### src/rtl/mc_ctrl_fsm_if.sv
// mc_ctrl_fsm_if - bundle between the multi-cycle MIPS control sequencer and
// the datapath / instruction register / memory it steers.
//
// Signals (direction seen from the sequencer, modport master):
//   opcode_i      in   6      instr[31:26] from the instruction register
//   zero_i        in   1      ALU zero flag
//   mem_ready_i   in   1      memory access complete this cycle
//   pc_write_o    out  1      PC load enable
//   ir_write_o    out  1      instruction register load enable
//   i_or_d_o      out  1      memory address mux (0=PC, 1=ALUOut)
//   mem_read_o    out  1      memory read strobe
//   mem_write_o   out  1      memory write strobe
//   reg_write_o   out  1      register file write enable
//   reg_dst_o     out  1      write-register mux (0=rt, 1=rd)
//   mem_to_reg_o  out  1      write-data mux (0=ALUOut, 1=MDR)
//   alu_src_a_o   out  1      ALU operand A mux (0=PC, 1=rs)
//   alu_src_b_o   out  2      ALU operand B mux (rt, 4, imm, imm<<2)
//   alu_op_o      out  2      00=add, 01=sub, 10=funct decode
//   pc_source_o   out  2      PC mux (ALU, ALUOut, jump target)
//   illegal_o     out  1      unsupported opcode pulse
//   state_o       out  4      current state (debug)
//   instr_cnt_o   out  CNT_W  retired-instruction count
// The slave modport is the datapath side of the same bundle.
interface mc_ctrl_fsm_if #(
  parameter int CNT_W = 16
);
  logic [5:0]       opcode_i;
  logic             zero_i;
  logic             mem_ready_i;
  logic             pc_write_o;
  logic             ir_write_o;
  logic             i_or_d_o;
  logic             mem_read_o;
  logic             mem_write_o;
  logic             reg_write_o;
  logic             reg_dst_o;
  logic             mem_to_reg_o;
  logic             alu_src_a_o;
  logic [1:0]       alu_src_b_o;
  logic [1:0]       alu_op_o;
  logic [1:0]       pc_source_o;
  logic             illegal_o;
  logic [3:0]       state_o;
  logic [CNT_W-1:0] instr_cnt_o;

  modport master (
    input  opcode_i, zero_i, mem_ready_i,
    output pc_write_o, ir_write_o, i_or_d_o, mem_read_o, mem_write_o,
           reg_write_o, reg_dst_o, mem_to_reg_o, alu_src_a_o, alu_src_b_o,
           alu_op_o, pc_source_o, illegal_o, state_o, instr_cnt_o
  );

  modport slave (
    output opcode_i, zero_i, mem_ready_i,
    input  pc_write_o, ir_write_o, i_or_d_o, mem_read_o, mem_write_o,
           reg_write_o, reg_dst_o, mem_to_reg_o, alu_src_a_o, alu_src_b_o,
           alu_op_o, pc_source_o, illegal_o, state_o, instr_cnt_o
  );
endinterface

### src/rtl/mc_ctrl_fsm.sv
// mc_ctrl_fsm - multi-cycle MIPS control sequencer.
// Walks each instruction through FETCH/DECODE and its execute/memory/write-back
// steps, driving the datapath mux selects and write enables one step per state,
// and stalls on a variable-latency memory through mem_ready_i.
//
// Ports:
//   clk_i  in  1  clock, rising edge
//   rst_i  in  1  asynchronous reset, active-low
//   bus    mc_ctrl_fsm_if.master - opcode/zero/mem_ready in, all controls out
// Parameter CNT_W sets the retired-instruction counter width (must match bus).
module mc_ctrl_fsm #(
  parameter int CNT_W = 16
) (
  input  logic           clk_i,
  input  logic           rst_i,
  mc_ctrl_fsm_if.master  bus
);

  typedef enum logic [3:0] {
    RST    = 4'd0,
    FETCH  = 4'd1,
    DECODE = 4'd2,
    MEMADR = 4'd3,
    MEMRD  = 4'd4,
    MEMWB  = 4'd5,
    MEMWR  = 4'd6,
    REXEC  = 4'd7,
    RWB    = 4'd8,
    BRANCH = 4'd9,
    IEXEC  = 4'd10,
    IWB    = 4'd11,
    JUMP   = 4'd12
  } state_t;

  typedef struct packed {
    logic       iOrD;
    logic       memRead;
    logic       memWrite;
    logic       regWrite;
    logic       regDst;
    logic       memToReg;
    logic       aluSrcA;
    logic [1:0] aluSrcB;
    logic [1:0] aluOp;
    logic [1:0] pcSource;
    logic       jumpWrite;
  } ctrl_t;

  localparam logic [5:0] OP_R    = 6'b000000;
  localparam logic [5:0] OP_LW   = 6'b100011;
  localparam logic [5:0] OP_SW   = 6'b101011;
  localparam logic [5:0] OP_BEQ  = 6'b000100;
  localparam logic [5:0] OP_BNE  = 6'b000101;
  localparam logic [5:0] OP_ADDI = 6'b001000;
  localparam logic [5:0] OP_J    = 6'b000010;

  state_t           r_state;
  ctrl_t            r_ctrl;
  logic [5:0]       r_opcode;
  logic [CNT_W-1:0] r_instrCnt;

  state_t w_nextState;
  logic   w_legal;
  logic   w_retire;
  logic   w_taken;
  logic   w_fetchDone;

  // Moore control word for a state; RST and the unused codes decode to all-zero.
  function automatic ctrl_t decodeState(input state_t s);
    ctrl_t c;
    c = '0;
    case (s)
      FETCH:  begin c.memRead = 1'b1; c.aluSrcB = 2'b01; end
      DECODE: c.aluSrcB = 2'b11;
      MEMADR: begin c.aluSrcA = 1'b1; c.aluSrcB = 2'b10; end
      MEMRD:  begin c.memRead = 1'b1; c.iOrD = 1'b1; end
      MEMWB:  begin c.regWrite = 1'b1; c.memToReg = 1'b1; end
      MEMWR:  begin c.memWrite = 1'b1; c.iOrD = 1'b1; end
      REXEC:  begin c.aluSrcA = 1'b1; c.aluOp = 2'b10; end
      RWB:    begin c.regWrite = 1'b1; c.regDst = 1'b1; end
      BRANCH: begin c.aluSrcA = 1'b1; c.aluOp = 2'b01; c.pcSource = 2'b01; end
      IEXEC:  begin c.aluSrcA = 1'b1; c.aluSrcB = 2'b10; end
      IWB:    c.regWrite = 1'b1;
      JUMP:   begin c.pcSource = 2'b10; c.jumpWrite = 1'b1; end
      default: c = '0;
    endcase
    return c;
  endfunction

  assign w_legal = bus.opcode_i inside {OP_R, OP_LW, OP_SW, OP_BEQ, OP_BNE, OP_ADDI, OP_J};
  assign w_fetchDone = (r_state == FETCH) && bus.mem_ready_i;
  // Branch decision uses the opcode captured in DECODE, never the live IR field.
  assign w_taken = ((r_opcode == OP_BEQ) && bus.zero_i) ||
                   ((r_opcode == OP_BNE) && !bus.zero_i);
  assign w_retire = (r_state inside {MEMWB, RWB, BRANCH, IWB, JUMP}) ||
                    ((r_state == MEMWR) && bus.mem_ready_i);

  // RST and the unreachable codes fall through the default to FETCH.
  always_comb begin
    w_nextState = FETCH;
    case (r_state)
      FETCH:  w_nextState = bus.mem_ready_i ? DECODE : FETCH;
      DECODE: begin
        case (bus.opcode_i)
          OP_LW, OP_SW:   w_nextState = MEMADR;
          OP_R:           w_nextState = REXEC;
          OP_BEQ, OP_BNE: w_nextState = BRANCH;
          OP_ADDI:        w_nextState = IEXEC;
          OP_J:           w_nextState = JUMP;
          default:        w_nextState = FETCH;
        endcase
      end
      MEMADR: w_nextState = (r_opcode == OP_SW) ? MEMWR : MEMRD;
      MEMRD:  w_nextState = bus.mem_ready_i ? MEMWB : MEMRD;
      MEMWR:  w_nextState = bus.mem_ready_i ? FETCH : MEMWR;
      REXEC:  w_nextState = RWB;
      IEXEC:  w_nextState = IWB;
      default: w_nextState = FETCH;
    endcase
  end

  // The control word is loaded from the decode of the state being entered, so
  // it lines up with r_state and stays frozen while a memory stall holds state.
  always_ff @(posedge clk_i or negedge rst_i) begin
    if (!rst_i) begin
      r_state    <= RST;
      r_ctrl     <= '0;
      r_opcode   <= '0;
      r_instrCnt <= '0;
    end else begin
      r_state <= w_nextState;
      r_ctrl  <= decodeState(w_nextState);
      if (r_state == DECODE) begin
        r_opcode <= bus.opcode_i;
      end
      if (w_retire) begin
        r_instrCnt <= r_instrCnt + CNT_W'(1);
      end
    end
  end

  assign bus.ir_write_o   = w_fetchDone;
  assign bus.pc_write_o   = w_fetchDone || r_ctrl.jumpWrite || ((r_state == BRANCH) && w_taken);
  assign bus.illegal_o    = (r_state == DECODE) && !w_legal;
  assign bus.i_or_d_o     = r_ctrl.iOrD;
  assign bus.mem_read_o   = r_ctrl.memRead;
  assign bus.mem_write_o  = r_ctrl.memWrite;
  assign bus.reg_write_o  = r_ctrl.regWrite;
  assign bus.reg_dst_o    = r_ctrl.regDst;
  assign bus.mem_to_reg_o = r_ctrl.memToReg;
  assign bus.alu_src_a_o  = r_ctrl.aluSrcA;
  assign bus.alu_src_b_o  = r_ctrl.aluSrcB;
  assign bus.alu_op_o     = r_ctrl.aluOp;
  assign bus.pc_source_o  = r_ctrl.pcSource;
  assign bus.state_o      = r_state;
  assign bus.instr_cnt_o  = r_instrCnt;

endmodule

### src/flat_wrapper.sv
// flat-port wrapper written by rule: the top's interface ports become plain ports
module mc_ctrl_fsm_flat 
#(
  parameter int CNT_W = 16
)
  (clk_i, rst_i, bus_opcode_i, bus_zero_i, bus_mem_ready_i, bus_pc_write_o, bus_ir_write_o, bus_i_or_d_o, bus_mem_read_o, bus_mem_write_o, bus_reg_write_o, bus_reg_dst_o, bus_mem_to_reg_o, bus_alu_src_a_o, bus_alu_src_b_o, bus_alu_op_o, bus_pc_source_o, bus_illegal_o, bus_state_o, bus_instr_cnt_o);
  mc_ctrl_fsm_if #(.CNT_W(CNT_W)) bus_i ();
  input  logic clk_i;
  input  logic rst_i;
  input wire logic [$bits(bus_i.opcode_i)-1:0] bus_opcode_i;
  input wire logic [$bits(bus_i.zero_i)-1:0] bus_zero_i;
  input wire logic [$bits(bus_i.mem_ready_i)-1:0] bus_mem_ready_i;
  output wire logic [$bits(bus_i.pc_write_o)-1:0] bus_pc_write_o;
  output wire logic [$bits(bus_i.ir_write_o)-1:0] bus_ir_write_o;
  output wire logic [$bits(bus_i.i_or_d_o)-1:0] bus_i_or_d_o;
  output wire logic [$bits(bus_i.mem_read_o)-1:0] bus_mem_read_o;
  output wire logic [$bits(bus_i.mem_write_o)-1:0] bus_mem_write_o;
  output wire logic [$bits(bus_i.reg_write_o)-1:0] bus_reg_write_o;
  output wire logic [$bits(bus_i.reg_dst_o)-1:0] bus_reg_dst_o;
  output wire logic [$bits(bus_i.mem_to_reg_o)-1:0] bus_mem_to_reg_o;
  output wire logic [$bits(bus_i.alu_src_a_o)-1:0] bus_alu_src_a_o;
  output wire logic [$bits(bus_i.alu_src_b_o)-1:0] bus_alu_src_b_o;
  output wire logic [$bits(bus_i.alu_op_o)-1:0] bus_alu_op_o;
  output wire logic [$bits(bus_i.pc_source_o)-1:0] bus_pc_source_o;
  output wire logic [$bits(bus_i.illegal_o)-1:0] bus_illegal_o;
  output wire logic [$bits(bus_i.state_o)-1:0] bus_state_o;
  output wire logic [$bits(bus_i.instr_cnt_o)-1:0] bus_instr_cnt_o;
  assign bus_i.opcode_i = bus_opcode_i;
  assign bus_i.zero_i = bus_zero_i;
  assign bus_i.mem_ready_i = bus_mem_ready_i;
  assign bus_pc_write_o = bus_i.pc_write_o;
  assign bus_ir_write_o = bus_i.ir_write_o;
  assign bus_i_or_d_o = bus_i.i_or_d_o;
  assign bus_mem_read_o = bus_i.mem_read_o;
  assign bus_mem_write_o = bus_i.mem_write_o;
  assign bus_reg_write_o = bus_i.reg_write_o;
  assign bus_reg_dst_o = bus_i.reg_dst_o;
  assign bus_mem_to_reg_o = bus_i.mem_to_reg_o;
  assign bus_alu_src_a_o = bus_i.alu_src_a_o;
  assign bus_alu_src_b_o = bus_i.alu_src_b_o;
  assign bus_alu_op_o = bus_i.alu_op_o;
  assign bus_pc_source_o = bus_i.pc_source_o;
  assign bus_illegal_o = bus_i.illegal_o;
  assign bus_state_o = bus_i.state_o;
  assign bus_instr_cnt_o = bus_i.instr_cnt_o;
  mc_ctrl_fsm #(.CNT_W(CNT_W)) u_core (.clk_i(clk_i), .rst_i(rst_i), .bus(bus_i));
endmodule
### config.mk
export PLATFORM = sky130hd
export DESIGN_NAME = mc_ctrl_fsm_flat
export DESIGN_NICKNAME = d
export VERILOG_FILES = /design/src/rtl/mc_ctrl_fsm_if.sv /design/src/rtl/mc_ctrl_fsm.sv /design/src/flat_wrapper.sv
export SDC_FILE = /design/constraint.sdc
export NUM_CORES = 1
export LEC_CHECK = 0
export CORE_MARGIN = 4
export CORE_UTILIZATION = 35
export CTS_CLUSTER_DIAMETER = 120
export CTS_CLUSTER_SIZE = 30
export DETAILED_ROUTE_END_ITERATION = 10
export HOLD_SLACK_MARGIN = 0.12
export SETUP_SLACK_MARGIN = 0.15
export SLEW_MARGIN = 20
export SYNTH_ARGS = -nofsm -noshare
export SYNTH_HDL_FRONTEND = slang
export SYNTH_SLANG_ARGS = --single-unit
### constraint.sdc
create_clock -name clk_i -period 2.6 [get_ports clk_i]
set_input_delay 0.65 -clock clk_i [delete_from_list [all_inputs] [get_ports clk_i]]
set_output_delay 0.65 -clock clk_i [all_outputs]
set_load 0.005 [all_outputs]
==> flow_summary_export.csv <==
group,metric,value,unit
route,first_pass_iters,4,
worst_setup_path,crit_fanout,6,
place,portBuffers,45,
sta,finalWorstSetupSlack,0.164,ns
route,drtIter0Drc,52,
power_and_ir_drop,leakage,1.16,nW
synth,synth_nets,188,
power_and_ir_drop,swShare,32.8,%
layout,fill_cells,491,
power_and_ir_drop,p_seq_share,36.8,%
floorplan,io_pins,46,
power_and_ir_drop,power_frac_clock,17.7,%
worst_setup_path,cpPeakStageDelay,0.53,ns
sta,rsz0062_at_grt,"true",
clock_network,numCtsBuffers,5,
route,drc,0,
sta,period_needed,2.44,ns
worst_setup_path,rrSetupSlack,0.59,ns
clock_network,tritoncts,"yes",
worst_setup_path,critPathArrivalTime,1.79,ns
route,postRouteAntennaNets,0,
clock_network,cts_htree_levels,2,
route,finalWirelength,4110,µm
power_and_ir_drop,max-vdd-ir-drop,0.597,mV
worst_setup_path,crit_buf_inv,3,
sta,max_freq,410,MHz
worst_setup_path,end_kind,"primary output",
run,maxCapViolCount,0,
clock_network,cts.sinks,39,
synth,ys_ff_latch,39,
synth,synth-seq-area-share,51.1,%
sta,max_slew.worst_pin.slew,0.846,ns
synth,yosysWarnings,0,
layout,final_core_util,51.0,%
worst_setup_path,crit_slowest_cell,"clkdlybuf4s50_1",
synth,synth_area_per_cell,10.8,µm²
clock_network,insertion_delay,0.28,ns
floorplan,core_area,5200,µm²
synth,synth_top_flop_cell,"dfrtp_1",
sta,holdWs,0.470,ns
route,wl_per_cell,13.4,µm
grt,overflow,0,
grt,grt_first_pass_wirelength,6960,µm
sta,setup_violations,0,
clock_network,root_buffer,"clkbuf_8",
sta,relSlewSlack,43.6,%
floorplan,die_x,81.8,µm
power_and_ir_drop,internal_power,1.68,mW
worst_setup_path,path_delay_family,"buffers and inverters",
worst_setup_path,crit_type,"in2out",
sta,timing_hold_violations_final,0,
power_and_ir_drop,p_switching,819,µW
synth,synth_edf_count,0,
grt,grt_antenna_before_repair,0,
synth,synth_area,1910,µm²
synth,netlist_top_cells_area,"dfrtp_1 (51%), xnor2_1 (6.0%), mux2_2 (4.1%), and3_1 (3.3%), nand3_1 (2.6%)",
clock_network,clockBufferDepth,2,
worst_setup_path,critPathRequiredTime,1.95,ns
layout,areaGrowthSynthToFinish,39.1,%
synth,async_flop_share,100,%
hold_path,hp-class,"in2async",
power_and_ir_drop,p_comb_share,45.4,%
place,dp_cells,299,
layout,antenna_cells,0,
clock_network,clkTransAtPathRegs,0.07,ns
sta,fin_skew,0.00567,ns
sta,fin_crit_sh,93.7,%
synth,syn_inst,177,
synth,yosys.cell_count.top_type,"dfrtp_1",
place,gp_congestion,0.766,
power_and_ir_drop,power,2.49,mW
worst_setup_path,crit_path_start_kind,"input port",
grt,grt_pass1_vias,1467,
synth,synth_top_area_share,51.1,%
floorplan,row_count,26,
route,vias,1483,
floorplan,dieArea,6700,µm²
power_and_ir_drop,powerDensity,940,nW/µm²
synth,synth_common_cells,"dfrtp_1 (39), nor2_1 (13), xnor2_1 (13), and3_1 (10), nand3_1 (10)",
route,vias_per_cell,4.83,
layout,final_layout_size_suffix_gt1_share,21.5,%
grt,grt_max_degree,40,
place,dp_hpwl,3040,µm
place,place_ws,-0.429,ns
synth,synth_top_area_cell,"dfrtp_1",
layout,layoutNonFillerInstCount,307,
run_status,status,"completed",
sta,timing.final.max_slew_violations,0,
floorplan,start_util,36.7,%
synth,ys_types,43,
layout,fin_nets,247,
grt,grt_use_total,13.6,%
worst_setup_path,crit_chain,"clkdlybuf4s50_1, buf_4, a31oi_1, o221a_4, buf_6",
floorplan,chipHeight,81.8,µm
-- layer usage --
metal / vias up / share of wire (%) / wire, µm / global-route usage, %
met3: 11 / 5.5 / 226 / 3.51
met1: 688 / 45 / 1870 / 18.1
met4: 0 / 2.2 / 90 / 5.32
li1: 744 / - / - / -
met2: 40 / 47 / 1930 / 21.2
met5: - / 0 / 0 / 0
-- registers in the layout, indices dropped and copies added (netlist names) --
signal and cells:
u_core.bus.state_o 4, u_core.bus.mem_to_reg_o 1, u_core.bus.reg_write_o 1, u_core.bus.mem_write_o 1, u_core.r_ctrl 1, u_core.bus.i_or_d_o 1, u_core.bus.alu_src_a_o 1, u_core.bus.reg_dst_o 1
u_core.bus.mem_read_o 1, u_core.bus.pc_source_o 1, u_core.bus.instr_cnt_o 16, u_core.bus.alu_op_o 2, u_core.bus.alu_src_b_o 2, u_core.r_opcode 6
-- stage by stage --
| stage | cell area, µm² | setup TNS [ns] |
|---|---|---|
| after floorplan | 1910 | 0 |
| after global placement | 2510 | -3.27 |
| after detailed placement | 2510 | -3.28 |
| after CTS | 2630 | 0 |
| after global routing | 2650 | 0 |
| final | 2650 | 0 |
-- what timing repair did --
action,4_1_cts,5_1_grt
setup endpoints to repair,13,5
buffers inserted,0,0
endpoints found under the hold margin,0,0
resized for setup,22,11
hold buffers,0,0
pin swaps,6,3
-- cell families (layout without fill, tap and decap cells) --
| group | after synthesis | after routing | synth area share (%) |
|---|---|---|---|
| AOI/OAI and AO/OA | 20 | 20 | 7.67 |
| xor gates and xnor gates | 17 | 17 | 7.80 |
| adders and majority gates | 1 | 1 | 0.656 |
| buffers and inverters | 17 | 77 | 4.92 |
| DFF | 39 | 39 | 51.1 |
| muxes | 9 | 9 | 5.18 |
| and+or+nand+nor | 74 | 74 | 22.6 |
-- area by class of cell --
| type | count | area [µm²] | area share, % |
|---|---|---|---|
| clock buffer | 8 | 100 | 3.77 |
| sequential | 39 | 978 | 36.9 |
| tap | 70 | 87.6 | 3.30 |
| multi-input combinational | 121 | 883 | 33.3 |
| timing repair buffer | 65 | 589 | 22.2 |
| inverter | 4 | 15.0 | 0.566 |
-- cell usage in the layout (no fill, tap or decap), drive strengths merged, types with 2 or more instances in the layout --
| cell type | instances |
|---|---|
| a211oi | 2 |
| a21oi | 5 |
| and3 | 10 |
| buf | 23 |
| clkbuf | 9 |
| clkdlybuf4s15 | 2 |
| clkdlybuf4s50 | 35 |
| dfrtp | 39 |
| dlygate4sd2 | 4 |
| inv | 4 |
| mux2 | 7 |
| mux2i | 2 |
| nand2 | 7 |
| nand3 | 10 |
| nand4 | 3 |
| nor2 | 13 |
| nor2b | 9 |
| nor3 | 6 |
| nor3b | 2 |
| nor4 | 3 |
| nor4b | 3 |
| nor4bb | 2 |
| o21ai | 4 |
| xnor2 | 13 |
| xor2 | 4 |
-- power by group through the flow --
stage	sequential, mW	combinational (mW)	clock, mW
finish	0.918	1.13	0.442
global route	0.946	1.25	0.487
CTS	0.917	1.11	0.456
detailed placement	0.924	1.10	0
global placement	0.928	1.09	0
floorplan	0.898	0.616	0
-- path summary, 6_finish.rpt --
kind                                                           to  depth (start not counted)                              startpoint
min in group clk_i         u_core.bus.instr_cnt_o[15]$_DFFE_PN0P_                          1  u_core.bus.instr_cnt_o[15]$_DFFE_PN0P_
max reg2reg                u_core.bus.instr_cnt_o[14]$_DFFE_PN0P_                          7         u_core.bus.state_o[2]$_DFF_PN0_
min reg2reg                u_core.bus.instr_cnt_o[15]$_DFFE_PN0P_                          1  u_core.bus.instr_cnt_o[15]$_DFFE_PN0P_
max                                                 bus_illegal_o                          5                         bus_opcode_i[1]
max in group asynchronous         u_core.bus.state_o[3]$_DFF_PN0_                          1                                   rst_i
min                              u_core.bus.reg_write_o$_DFF_PN0_                          1                                   rst_i
(Power assumes the default switching activity.)
